[config.mk]
export PLATFORM = sky130hd
export DESIGN_NAME = s_box_enc_serial_flat
export DESIGN_NICKNAME = d
export VERILOG_FILES = /design/src/rtl/s_box_enc_serial_if.sv /design/src/rtl/s_box_enc_serial.sv /design/src/flat_wrapper.sv
export SDC_FILE = /design/constraint.sdc
export NUM_CORES = 1
export LEC_CHECK = 0
export BUFFER_PORTS_ARGS = -buffer_cell sky130_fd_sc_hd__buf_2
export CAP_MARGIN = 20
export CORE_AREA = 2 2 107 109
export CTS_CLUSTER_DIAMETER = 150
export DETAILED_ROUTE_END_ITERATION = 7
export DIE_AREA = 0 0 109 111
export MAX_ROUTING_LAYER = met4
export PLACE_DENSITY = 0.76
export SETUP_SLACK_MARGIN = 0.02
export SLEW_MARGIN = 0
export SYNTH_ARGS = -nofsm -noshare
export SYNTH_HDL_FRONTEND = slang
export SYNTH_SLANG_ARGS = --single-unit
[constraint.sdc]
create_clock -name clk -period 2.15 [get_ports clk]
set_input_delay 0.3225 -clock clk [delete_from_list [all_inputs] [get_ports clk]]
set_output_delay 0.3225 -clock clk [all_outputs]
set_load 0.01 [all_outputs]
[src/rtl/s_box_enc_serial_if.sv]
`default_nettype none
// ============================================================================
// Module   : s_box_enc_serial_if
// Brief    : Valid/ready handshake bundle for the serial forward S-box layer.
// Revision : 1.0 - initial release
// ============================================================================

interface s_box_enc_serial_if;
    logic        in_valid;
    logic        in_ready;
    logic [63:0] in_data;
    logic        out_valid;
    logic        out_ready;
    logic [63:0] out_data;

    modport master (
        output in_valid,
        output in_data,
        output out_ready,
        input  in_ready,
        input  out_valid,
        input  out_data
    );

    modport slave (
        input  in_valid,
        input  in_data,
        input  out_ready,
        output in_ready,
        output out_valid,
        output out_data
    );
endinterface

`default_nettype wire

[src/rtl/s_box_enc_serial.sv]
`default_nettype none
// ============================================================================
// Module   : s_box_enc_serial
// Brief    : Nibble-serial BORON forward S-box layer, LANES nibbles per cycle.
// Revision : 1.0 - initial release
// ============================================================================

module s_box_enc_serial #(
    parameter int LANES = 4
) (
    input  wire logic          clk,
    input  wire logic          rst_n,
    s_box_enc_serial_if.slave  bus
);

    localparam int N  = 16 / LANES;
    localparam int CW = (N > 1) ? $clog2(N) : 1;

    localparam logic [1:0] S_IDLE = 2'd0;
    localparam logic [1:0] S_RUN  = 2'd1;
    localparam logic [1:0] S_DONE = 2'd2;

    logic [1:0]           r_state;
    logic [1:0]           w_state_nxt;
    logic [63:0]          r_work;
    logic [63:0]          w_work_nxt;
    logic [63:0]          w_sub;
    logic [CW-1:0]        w_base;
    logic                 w_last;
    logic [3:0]           w_first;
    logic [LANES*4-1:0]   w_sbox_out;
    logic [5:0]           w_lo [LANES];

    function automatic logic [3:0] f_sbox(input logic [3:0] x);
        case (x)
            4'h0: f_sbox = 4'hE;
            4'h1: f_sbox = 4'h4;
            4'h2: f_sbox = 4'hB;
            4'h3: f_sbox = 4'h1;
            4'h4: f_sbox = 4'h7;
            4'h5: f_sbox = 4'h9;
            4'h6: f_sbox = 4'hC;
            4'h7: f_sbox = 4'hA;
            4'h8: f_sbox = 4'hD;
            4'h9: f_sbox = 4'h2;
            4'hA: f_sbox = 4'h0;
            4'hB: f_sbox = 4'hF;
            4'hC: f_sbox = 4'h8;
            4'hD: f_sbox = 4'h5;
            4'hE: f_sbox = 4'h3;
            default: f_sbox = 4'h6;
        endcase
    endfunction

    // With a single chunk the whole state is substituted in one RUN cycle.
    generate
        if (N > 1) begin : g_cnt
            logic [CW-1:0] r_cnt;

            always_ff @(posedge clk) begin
                if (!rst_n) begin
                    r_cnt <= '0;
                end else if (r_state == S_RUN) begin
                    r_cnt <= r_cnt + CW'(1);
                end else begin
                    r_cnt <= '0;
                end
            end

            assign w_base = r_cnt;
            assign w_last = (r_cnt == CW'(N - 1));
        end else begin : g_nocnt
            assign w_base = '0;
            assign w_last = 1'b1;
        end
    endgenerate

    assign w_first = 4'(w_base) * 4'(LANES);

    generate
        for (genvar l = 0; l < LANES; l++) begin : g_lane
            assign w_lo[l]                = {w_first + 4'(l), 2'b00};
            assign w_sbox_out[l*4 +: 4]   = f_sbox(r_work[w_lo[l] +: 4]);
        end
    endgenerate

    always_comb begin
        w_sub = r_work;
        for (int l = 0; l < LANES; l++) begin
            w_sub[w_lo[l] +: 4] = w_sbox_out[l*4 +: 4];
        end
    end

    always_comb begin
        w_state_nxt = r_state;
        w_work_nxt  = r_work;
        case (r_state)
            S_IDLE: begin
                if (bus.in_valid) begin
                    w_state_nxt = S_RUN;
                    w_work_nxt  = bus.in_data;
                end
            end
            S_RUN: begin
                w_work_nxt = w_sub;
                if (w_last) begin
                    w_state_nxt = S_DONE;
                end
            end
            S_DONE: begin
                if (bus.out_ready) begin
                    w_state_nxt = S_IDLE;
                end
            end
            default: begin
                w_state_nxt = S_IDLE;
            end
        endcase
    end

    always_ff @(posedge clk) begin
        if (!rst_n) begin
            r_state <= S_IDLE;
            r_work  <= 64'h0;
        end else begin
            r_state <= w_state_nxt;
            r_work  <= w_work_nxt;
        end
    end

    assign bus.in_ready  = rst_n && (r_state == S_IDLE);
    assign bus.out_valid = (r_state == S_DONE);
    assign bus.out_data  = r_work;

endmodule

`default_nettype wire

[src/flat_wrapper.sv]
// flat-port wrapper written by rule: the top's interface ports become plain ports
module s_box_enc_serial_flat 
#(
    parameter int LANES = 4
)
  (clk, rst_n, bus_in_valid, bus_in_data, bus_out_ready, bus_in_ready, bus_out_valid, bus_out_data);
  s_box_enc_serial_if bus_i ();
  input  wire logic clk;
  input  wire logic rst_n;
  input wire logic [$bits(bus_i.in_valid)-1:0] bus_in_valid;
  input wire logic [$bits(bus_i.in_data)-1:0] bus_in_data;
  input wire logic [$bits(bus_i.out_ready)-1:0] bus_out_ready;
  output wire logic [$bits(bus_i.in_ready)-1:0] bus_in_ready;
  output wire logic [$bits(bus_i.out_valid)-1:0] bus_out_valid;
  output wire logic [$bits(bus_i.out_data)-1:0] bus_out_data;
  assign bus_i.in_valid = bus_in_valid;
  assign bus_i.in_data = bus_in_data;
  assign bus_i.out_ready = bus_out_ready;
  assign bus_in_ready = bus_i.in_ready;
  assign bus_out_valid = bus_i.out_valid;
  assign bus_out_data = bus_i.out_data;
  s_box_enc_serial #(.LANES(LANES)) u_core (.clk(clk), .rst_n(rst_n), .bus(bus_i));
endmodule
==> summary.txt <==
status -> complete, but fails checks
failing checks -> negative setup slack
Post-DP HPWL -> 14,200 um
TritonCTS clock tree -> built
buffer and inverter count on the worst path -> 3
worst hold path endpoint -> u_core.bus.out_data[31]
xor/xnor share of the synthesized area -> 1.78%
GRT Total Usage -> 33.6%
Crit Path Max Fanout -> 13
global-route wire length before repair -> 30,800 um
Synth cell types -> 44
pin count of the biggest net entering global routing -> 38
clock slew at reported path FFs -> 0.06 ns
Crit Path Category -> flip-flop to flip-flop
crit path capture type -> flip-flop
DRT iter0 DRCs -> 596
Critical Path Max Stage Delay -> 0.58 ns
worst reg2reg startpoint -> u_core.g_cnt.r_cnt[0]
CTS Root Cell -> clkbuf_16
post-route minimum period -> 2.15 ns
maximum clock path buffer count -> 2
final wirelength -> 20,900 um
Inst Count DP -> 896
routed vias -> 6,236
Mapped Avg Cell Area -> 8.45 um2
Hold Path Origin -> bus_in_data[31]
Gate Count Post-Synth -> 617
Avg WL per Cell -> 22.5 um
Worst Hold Path Cells -> 3
final core utilization -> 65.3%
Leak -> 2.97 nW
Setup violations, final -> 1
Max IR drop VDD -> 0.425 mV
YS warnings -> 0
largest family of logic cells by synthesized area -> compound AO/OA/AOI/OAI gates
async set or reset register ratio after synthesis -> 0%
hold slack -> 0.308 ns
final worst slack -> -0.000743 ns
syn_nets -> 701
EDFF count, synth -> 0
synthesized area -> 0.00521 mm2
r2r worst-path depth -> 7
CP max stage cell -> mux4_2
final net count -> 865
Critical Path RT -> 2.38 ns
Worst Skew -> 0.00673 ns
Die Span Y -> 111 um
setup slack, reg-to-reg -> -0.0007 ns
final hold violation count -> 0
Synth top area share -> 26.1%
FMAX -> 0.465 GHz
final worst-path cycle share -> 100%
unrepaired setup endpoints after global routing -> yes
CP delay by family, top -> multiplexers
DP Worst Slack -> -0.0695 ns
Setup crit start kind -> flip-flop
area grow syn2layout -> 38.6%
Max-cap violations -> 0
DRT Pass-1 Iters -> 5
Main synth FF type -> dfxtp_1
Row Count -> 39
Clk Latency, worst-skew pair -> 0.35 ns
PortBufs -> 133
Synth area leader -> dfxtp_1
Final ANT Viol Nets -> 0
I/O pins -> 134
compound-cell area share of the yosys netlist -> 34.9%
# clock sinks -> 68
Pwr Density -> 711 mW/mm2
top post-synthesis cells by area -> dfxtp_1, mux4_2, o211ai_1
vias in the first global route -> 5,755
core area -> 0.0111 mm2
Synth Register Bits -> 68
WP data arrival -> 2.38 ns
total CTS buffers -> 9
ratio of cells with drive above 1 in the final layout -> 41.3%
CP most frequent cell -> buf_12
n_diodes -> 0
Post-Synth Simple-Gate Area -> 13.8%
die area -> 0.0121 mm2
GRT Residual Overflow -> 0
final std cells w/o fill -> 928
CP Cell Sequence -> buf_12, mux4_2, buf_6, nor3b_4, buf_12, a2111oi_4, nor2_1
initial antenna violation count -> 0
Slew HR -> 70.5%
Pins Over Slew Limit -> 0
FF-to-FF End -> u_core.bus.out_data[21]
Hold Path Class -> input pin to flip-flop
adder-cell area share of the yosys netlist -> 3.84%
initial core utilization -> 47.1%
Worst-Margin Slew -> 0.441 ns
GP Congestion -> 0.982
multiplexer share of the synthesized area -> 9.31%
vias per cell -> 6.72
chip width -> 109 um
Seq/Total Area, Yosys -> 26.1%
H-tree depth -> 3
DRC Markers -> 0
flip-flops by register name, indices dropped and copies added, names as in the netlist:
signal               flops
u_core.bus.out_data     64
u_core.r_state           2
u_core.g_cnt.r_cnt       2
cell families after synthesis:
logic type | after synthesis
AOI/OAI and AO/OA | 250
adders and majority gates | 16
DFF | 68
xor gates and xnor gates | 8
muxes | 28
and+or+nand+nor | 126
buffers and inverters | 121
cell usage after synthesis (4+ instances only):
cell and instances:
a2bb2oi_1 16, nand2_1 6, mux2i_1 8, inv_1 55, and2_1 6, dfxtp_1 68, a211oi_1 32, buf_2 6
nor3b_1 9, o211ai_1 48, nor2_1 21, o2111ai_1 32, nor3_1 20, o221ai_1 16, a2111oi_0 11, mux2_2 4
a22oi_1 4, nand3_1 32, and3_1 8, o21ai_0 32, mux4_2 16, clkbuf_1 42, buf_1 6, a21oi_1 41
ha_1 16, xnor2_1 5, buf_6 8, nand2b_1 8, a311oi_1 16
placed cells by master (no fill, tap or decap), types with 9 or more instances in the layout:
master	instances
a211oi_1	27
dfxtp_1	65
o21ai_0	32
buf_2	133
nand3_1	32
clkbuf_16	11
a2bb2oi_1	16
nor2_1	18
buf_4	70
mux4_2	16
nor3_1	20
o221ai_1	16
a311oi_1	12
a21oi_1	37
o2111ai_1	30
ha_1	9
o211ai_1	48
inv_1	47
worst max-delay path by stage:
stage | startpoint | depth (start not counted) | endpoint | slack, ns
floorplan | u_core.g_cnt.r_cnt[0] | 8 | u_core.bus.out_data[37] | -0.003
global placement | u_core.g_cnt.r_cnt[1] | 9 | u_core.bus.out_data[22] | -0.03
detailed placement | u_core.g_cnt.r_cnt[1] | 9 | u_core.bus.out_data[22] | -0.07
CTS | u_core.g_cnt.r_cnt[1] | 9 | u_core.bus.out_data[22] | 0.008
global route | u_core.g_cnt.r_cnt[0] | 8 | u_core.bus.out_data[21] | -0.05
finish | u_core.g_cnt.r_cnt[0] | 7 | u_core.bus.out_data[21] | -0.0007
power breakdown:
| part | switching (mW) | internal [mW] | leakage [nW] |
|---|---|---|---|
| Clock | 0.575 | 0.899 | 0.145 |
| Combinational | 1.19 | 0.934 | 2.26 |
| Sequential | 0.143 | 1.40 | 0.565 |
per-layer routing:
metal  up-vias  track usage, %  routed length [um]
li1       2749               -                   -
met3       108            6.11                2190
met5         -               -                   0
met4         0            13.4                 897
met1      2929            44.9                8520
met2       450            50.2                9310
stage by stage:
step	setup TNS [ns]	cell area (um2)	power [mW]
after floorplan	-0.0118	5340	2.65
after global placement	-0.0598	6390	3.23
after detailed placement	-0.801	6390	3.28
after CTS	0	6780	4.81
after global routing	-0.130	7230	5.36
final	-0.000743	7230	5.14
worst register-to-register path, stage by stage, from the launching register on:
cell,delay (ns)
dfxtp_4,0.41
buf_12,0.15
mux4_2,0.58
buf_6,0.20
nor3b_4,0.17
buf_12,0.14
a2111oi_4,0.31
nor2_1,0.07
layout make-up:
class                      count  area [um2]
clock buffer                  14         284
timing repair buffer         218        1440
inverter                      56         215
sequential                    68        1370
tap                          143         179
fill                         882        3850
multi-input combinational    428        3740
clock inverter                 1        5.00
repair_timing:
action / 4_1_cts / 5_1_grt
resized for setup: 15 / 62
buffers inserted: 4 / 12
hold buffers: 0 / 0
pin swaps: 1 / 7
endpoints found under the setup margin: 44 / 57
gates cloned: 0 / 2
(Power assumes the default switching activity.)
